`src/rtl/grid_image_reader.sv`:
```
// Reader side of the 28x28 one-bit drawing canvas. On a start pulse it walks
// the canvas in raster order through a 1-cycle-latency read port and streams
// each pixel as an 8-bit activation on a valid/ready interface. It also keeps
// a count of set pixels for the HEX/LEDR debug display.
//
// state   | meaning
// --------+---------------------------------------------------------------
// IDLE    | waiting for start; ones_count holds the last frame's total
// FETCH   | read strobe high for exactly this cycle, address = index
// CAPTURE | read data valid; load the output register and raise out_valid
// SEND    | hold the output until out_ready, then advance or finish
// DONE    | one-cycle done pulse, then back to IDLE
module grid_image_reader #(
   parameter int                    GRID_SIZE  = 28,
   parameter int                    NUM_PIXELS = GRID_SIZE * GRID_SIZE,
   parameter int                    ADDR_WIDTH = 10,
   parameter int                    DATA_WIDTH = 8,
   parameter logic [DATA_WIDTH-1:0] PIXEL_ON   = 8'd255,
   parameter logic [DATA_WIDTH-1:0] PIXEL_OFF  = 8'd0
) (
   input  logic                  CLOCK_50,
   input  logic                  reset,
   input  logic                  start,
   output logic                  mem_rd_en,
   output logic [ADDR_WIDTH-1:0] mem_rd_addr,
   input  logic                  mem_rd_data,
   output logic                  out_valid,
   input  logic                  out_ready,
   output logic [DATA_WIDTH-1:0] out_data,
   output logic [ADDR_WIDTH-1:0] out_index,
   output logic                  out_last,
   output logic                  busy,
   output logic                  done,
   output logic [ADDR_WIDTH-1:0] ones_count
);

   localparam logic [ADDR_WIDTH-1:0] LAST_IDX = ADDR_WIDTH'(NUM_PIXELS - 1);

   typedef enum logic [2:0] {
      IDLE,
      FETCH,
      CAPTURE,
      SEND,
      DONE
   } state_t;

   state_t                state;
   logic [ADDR_WIDTH-1:0] index;

   // Frame sequencer. Every output is set on the transition into the state
   // that owns it, so mem_rd_en is high exactly while in FETCH and done is
   // high exactly while in DONE. The read strobe is only raised after the
   // previous pixel has been accepted, so at most one read is outstanding.
   always_ff @(posedge CLOCK_50) begin
      if (reset) begin
         state       <= IDLE;
         index       <= '0;
         mem_rd_en   <= 1'b0;
         mem_rd_addr <= '0;
         out_valid   <= 1'b0;
         out_data    <= PIXEL_OFF;
         out_index   <= '0;
         out_last    <= 1'b0;
         busy        <= 1'b0;
         done        <= 1'b0;
         ones_count  <= '0;
      end else begin
         mem_rd_en <= 1'b0;
         done      <= 1'b0;
         case (state)
            IDLE: begin
               if (start) begin
                  index       <= '0;
                  ones_count  <= '0;
                  busy        <= 1'b1;
                  mem_rd_en   <= 1'b1;
                  mem_rd_addr <= '0;
                  state       <= FETCH;
               end
            end
            FETCH: begin
               state <= CAPTURE;
            end
            CAPTURE: begin
               out_data  <= mem_rd_data ? PIXEL_ON : PIXEL_OFF;
               out_index <= index;
               out_last  <= (index == LAST_IDX);
               out_valid <= 1'b1;
               state     <= SEND;
            end
            SEND: begin
               if (out_valid && out_ready) begin
                  out_valid <= 1'b0;
                  out_last  <= 1'b0;
                  if (out_data == PIXEL_ON) begin
                     ones_count <= ones_count + ADDR_WIDTH'(1);
                  end
                  if (index == LAST_IDX) begin
                     done  <= 1'b1;
                     state <= DONE;
                  end else begin
                     index       <= index + ADDR_WIDTH'(1);
                     mem_rd_en   <= 1'b1;
                     mem_rd_addr <= index + ADDR_WIDTH'(1);
                     state       <= FETCH;
                  end
               end
            end
            DONE: begin
               busy  <= 1'b0;
               state <= IDLE;
            end
            default: begin
               state <= IDLE;
            end
         endcase
      end
   end

endmodule

```
`config.mk`:
```
export PLATFORM = sky130hd
export DESIGN_NAME = grid_image_reader
export DESIGN_NICKNAME = d
export VERILOG_FILES = /design/src/rtl/grid_image_reader.sv
export SDC_FILE = /design/constraint.sdc
export NUM_CORES = 1
export LEC_CHECK = 0
export BUFFER_PORTS_ARGS = -buffer_cell sky130_fd_sc_hd__buf_2
export CORE_MARGIN = 2
export CORE_UTILIZATION = 26
export DETAILED_ROUTE_END_ITERATION = 16
export GPL_ROUTABILITY_DRIVEN = 0
export PLACE_DENSITY = 0.51
export SLEW_MARGIN = 0
export SYNTH_ARGS = -nofsm -noshare
export SYNTH_HDL_FRONTEND = slang
export SYNTH_SLANG_ARGS = --single-unit
```
`constraint.sdc`:
```
create_clock -name CLOCK_50 -period 1.7 [get_ports CLOCK_50]
set_input_delay 0.17 -clock CLOCK_50 [delete_from_list [all_inputs] [get_ports CLOCK_50]]
set_output_delay 0.17 -clock CLOCK_50 [all_outputs]
set_load 0.05 [all_outputs]
```
# [Word-level counts from Yosys, hierarchy flattened]
# Index checks and enable logic that the tools add are counted.
[totals] elab_cells=57 output_inout_bits=43 input_bits=5 reg_bits=46
[op_classes] reduce_logical=11 n_eq_ne=10 add_sub_neg=2 n_bitwise=2 n_mux=22
[op_table] cell="2-to-1 mux 10 bit" count=5
[op_table] cell="one-hot mux 10 bit (2 select lines)" count=2
[op_table] cell="adder 10 x 1 -> 10 bit, second input constant" count=2
[op_table] cell="one-hot mux 3 bit (4 select lines)" count=1
[op_table] cell="== test 10 bit, second input constant" count=1
[op_table] cell="2-to-1 mux 3 bit" count=3
[op_table] cell="== test 8 bit, second input constant" count=1
[op_table] cell="2-to-1 mux 8 bit" count=1
[op_table] cell="!= test 2 bit, second input constant" count=4
[op_table] cell="one-hot mux 1 bit (2 select lines)" count=4
[op_table] cell="AND reduction 4 bit" count=2
[op_table] cell="== test 3 x 2 -> 1 bit, second input constant" count=2
[op_table] cell="2-to-1 mux 1 bit" count=6
[op_table] cell="AND reduction 2 bit" count=3
[op_table] cell="nonzero test 2 bit" count=3
[op_table] cell="== test 3 x 1 -> 1 bit, second input constant" count=1
[op_table] cell="== test 3 bit, second input constant" count=1
[op_table] cell="logical NOT 3 bit" count=1
[op_table] cell="OR reduction 3 bit" count=1
[op_table] cell="inverter 1 bit" count=2
[op_table] cell="logical AND 1 bit" count=1

# [Depth between registers and ports, before layout]
[logic_depth] word_depth=4 ltp_mapped=6 mapped_depth_nobuf=5

# [Worst setup path before layout]
# OpenSTA, ideal clock, no wires.
[synth_timing] path_type="register to register" startpoint="register index[0]" endpoint="register state[0]" stages_incl_launch_ff=7 arrival_time_ps=1936 setup_time_ps=134 path_slack_ps=-371 t_required_ps=1566 n_path_buf=1 synth_period_minus_slack_ps=2071 path_cell_list="dfxtp_1 > ha_1 > nand3_1 > or3_1 > buf_2 > o21ai_0 > a211oi_1"
[synth_between] elab_chain_len=4
[synth_lines] element="start, declared" line="48" rtl="logic [ADDR_WIDTH-1:0] index;"
[synth_lines] element="start signal, assigned" line="102" rtl="index <= index + ADDR_WIDTH'(1);"
[synth_lines] element="== test 10 bit" line="98" rtl="if (index == LAST_IDX) begin"
[synth_lines] element="2-to-1 mux 3 bit" line="98"
[synth_lines] element="2-to-1 mux 3 bit" line="92" rtl="if (out_valid && out_ready) begin"
[synth_lines] element="one-hot mux 3 bit (4 select lines)" line="70" rtl="case (state)"
[synth_lines] element="end signal, assigned" line="78" rtl="state <= FETCH;"
[synth_lines] element="end signal, assigned" line="100" rtl="state <= DONE;"
[synth_lines] element="end signal, assigned" line="105" rtl="state <= FETCH;"
[synth_lines] element="end, declared" line="47" rtl="state_t state;"
# No other way between the ends. The select of a mux whose other input is x is not followed.
# A chain may end at the register's enable or synchronous reset.

# [Final worst setup path]
[layout_timing] startpoint="register state[0]" endpoint="register ones_count[5]"
[layout_between] elab_chain_len=3 elab_cells_between_ends=8 cone_classes="4 x eq/ne; 1 x mux; 3 x reduce/logical"
[layout_lines] element="start signal, assigned" line="56" rtl="state <= IDLE;"
[layout_lines] element="start signal, assigned" line="78"
[layout_lines] element="start signal, assigned" line="82" rtl="state <= CAPTURE;"
[layout_lines] element="== test 3 x 2 -> 1 bit or logical NOT 3 bit (tied branches)" line="70"
[layout_lines] element="!= test 2 bit (no source line) or nonzero test 2 bit (tied branches)"
[layout_lines] element="AND reduction 4 bit (no source line)"
[layout_lines] element="end signal, assigned" line="96" rtl="ones_count <= ones_count + ADDR_WIDTH'(1);"
[layout_lines] element="end, declared" line="34" rtl="output logic [ADDR_WIDTH-1:0] ones_count"
# Parallel ways exist; a longest one is shown, timed or not.

==> results.cfg <==
[sta]
setup-violations-final = 0
hold_slack_ns = 0.1062
finalCriticalPeriod_ns = 1.674
max_clock_freq_ghz = 0.5972
worst_slew_pin_slew_ns = 0.3704
maxSlewHeadroom = 0.7530
skew_ns = 0.004804
rsz0062_at_grt = yes
slew_viol_final = 0
fin_crit_sh = 0.9850
final_hold_viol_count = 0

[global_route]
grt_antenna_before_repair = 0
gr-usage-met3 = 0.03265
grt_pass1_wl_um = 7935
grt_pass1_vias = 1644
grtUsageMet1 = 0.1829
top_usage_layer = met2
grt_use_met2 = 0.1941
grt-ovfl-total = 0
grt_usage = 0.1293
grt_max_degree = 22

[cells_and_area]
nFillCells = 745
finish.utilization = 0.3648
fin_cells = 385
area_delta_synth_final_pct = 34.59
antennaDiodeCount = 0
finalNetCount = 295
drive_gt1_frac = 0.3979

[yosys]
ys_warn_count = 0
syn_nets = 225
syn_area_sq_um = 1852
ys_seq_area_frac = 0.4216
synth.top_cells.by_area = dfxtp_1, a21oi_1, nand2_1, o21ai_0, or3_1
async_flop_share = 0
synth_enable_flop_cells = 0
netlist.area_leader.share = 0.4216
syn_avg_cell_area_sq_um = 8.494
synth_top_area_cell = dfxtp_1
synth_ff_type = dfxtp_1
ys_ff_latch = 39
ys_types = 43
synthCells = 218

[clock_tree]
hold_buffers = 0
root_buffer = clkbuf_8
clock_latency_ns = 0.29
path_clk_slew_ns = 0.07
clock_path_buffers = 2
cts_tree = done
clock-sinks = 39
cts_buffers = 5
h-tree-depth = 2

[power]
switching_share = 0.2797
seqPwrFrac = 0.523
leakagePower_nw = 1.025
clockPowerShare = 0.337
combPwrFrac = 0.140
p_per_area_nw_per_um2 = 726.5
report.power.total_w = 0.001811
vdd_drop_max_uv = 368.1
p_sw_w = 0.0005064
p_int_w = 0.001304

[detailed_routing]
vias_per_cell = 4.699
wl_per_cell_um = 12.85
num_vias = 1809
drt_iter0_markers = 40
wirelength_um = 4947
drc = 0
ant_nets = 0
drt_first_pass_iters = 4

[critical_path]
r2r_cells = 4
cp-start-kind = register
startpoint = state[0]$_SDFFE_PP0P_
r2r-start = state[0]$_SDFFE_PP0P_
cp-endpoint = ones_count[5]$_SDFFE_PP0P_
r2r-end = ones_count[5]$_SDFFE_PP0P_
worst-endpoint-arrival_ns = 1.90
reg2reg_slack_ns = 0.03
crit_fanout = 8
crit_type = reg2reg
endpoint_kind = register
required_ns = 1.92

[floorplan]
start_util = 0.2711
die_h_um = 88.40
rows = 30
die_w_um = 88.40
die_area_sq_um = 7814
coreArea_sq_um = 6832
ioPinCount = 48

[placed_design]
port_buffers = 47
post-dp-hpwl_um = 3666
dp_cells = 375

[status]
status = complete, no violations

[worst_hold_path]
hp-class = in2reg

[flow_run]
cap_violations = 0
how the worst min path moves through the flow:
stage | startpoint | end | slack (ns) | cells past startpoint
floorplan | reset | state[1]$_SDFFE_PP0P_ | 0.25 | 1
global placement | mem_rd_data | out_data[6]$_SDFFE_PP0P_ | 0.42 | 3
detailed placement | mem_rd_data | out_data[6]$_SDFFE_PP0P_ | 0.42 | 3
CTS | mem_rd_data | out_data[6]$_SDFFE_PP0P_ | 0.10 | 3
global route | mem_rd_data | out_data[6]$_SDFFE_PP0P_ | 0.13 | 3
finish | mem_rd_data | out_data[6]$_SDFFE_PP0P_ | 0.11 | 3
power groups by stage:
stage / clock network (W) / registers, W / logic, W
2_1_floorplan: 0 / 0.000997 / 0.000146
3_3_place_gp: 0 / 0.000969 / 0.000247
3_5_place_dp: 0 / 0.000969 / 0.000249
4_1_cts: 0.000636 / 0.000948 / 0.000250
5_1_grt: 0.000668 / 0.000950 / 0.000277
6_report: 0.000610 / 0.000947 / 0.000254
metal layers:
metal / up-vias / part of all wire
met5: - / 0
met4: 0 / 0.014
met3: 9 / 0.055
met2: 48 / 0.43
met1: 821 / 0.50
li1: 931 / -
layout make-up:
cell class              count  area, sq um  share of cell area
repair buffers             82        505.5              0.2028
well taps                  96        120.1             0.04819
multi-input cells         154        960.9              0.3855
inverters                   6        22.52            0.009036
clock inverters             1        5.005            0.002008
flip-flops and latches     39        802.0              0.3218
clock buffers               7        76.32             0.03062
kinds of logic (layout without fill, tap and decap cells):
| logic type | Yosys count | count (layout) | share of synthesized area |
|---|---|---|---|
| AND/OR/NAND/NOR | 85 | 85 | 0.2622 |
| AO/OA/AOI/OAI | 65 | 65 | 0.2149 |
| flip-flops | 39 | 39 | 0.4216 |
| buffers and inverters | 25 | 96 | 0.07838 |
| adder cells (fa/ha/maj) | 2 | 2 | 0.01351 |
| XOR/XNOR | 2 | 2 | 0.009461 |
flip-flops by register name, summed over array words and instances, names as in the netlist:
register,flops
index,10
ones_count,10
out_index,10
state,3
busy,1
done,1
mem_rd_en,1
out_data,1
out_last,1
out_valid,1
critical path, stage by stage, from the launching register on:
cell,delay (ns)
dfxtp_4,0.37
or3b_4,0.40
o32a_4,0.40
or3_1,0.32
a21oi_1,0.12
synthesized netlist by cell type (all sizes together), types with 4 or more instances:
library cell / number
a21oi: 27
and4: 4
o31ai: 4
nor2: 7
nand4: 7
nor3: 4
or3: 9
clkbuf: 7
o21ai: 18
nand3: 6
o311ai: 4
dfxtp: 39
nand2: 28
buf: 12
inv: 6
cells in the final DEF, fill, tap and decap left out, drive strengths merged, types with 6 or more instances in the layout:
master	n
buf	82
o21ai	18
nor2	7
a21oi	27
inv	6
dfxtp	39
clkbuf	7
nand2	28
or3	9
nand3	6
nand4	7
stage by stage:
step                setup slack [ns]  cell area (sq um)  setup TNS [ns]
floorplan                    -0.1315               1874          -1.149
global placement            -0.03100               2349         -0.1356
detailed placement          -0.04184               2349         -0.1018
CTS                          0.01494               2442               0
global route                -0.02373               2492        -0.07516
finish                       0.02553               2492               0
timing repair:
| item | 4_1_cts | 5_1_grt |
|---|---|---|
| setup buffers | 0 | 2 |
| pin swaps | 0 | 8 |
| setup endpoints to repair | 11 | 9 |
| gates resized for setup | 4 | 9 |
Power figures use the tool's default switching activity.
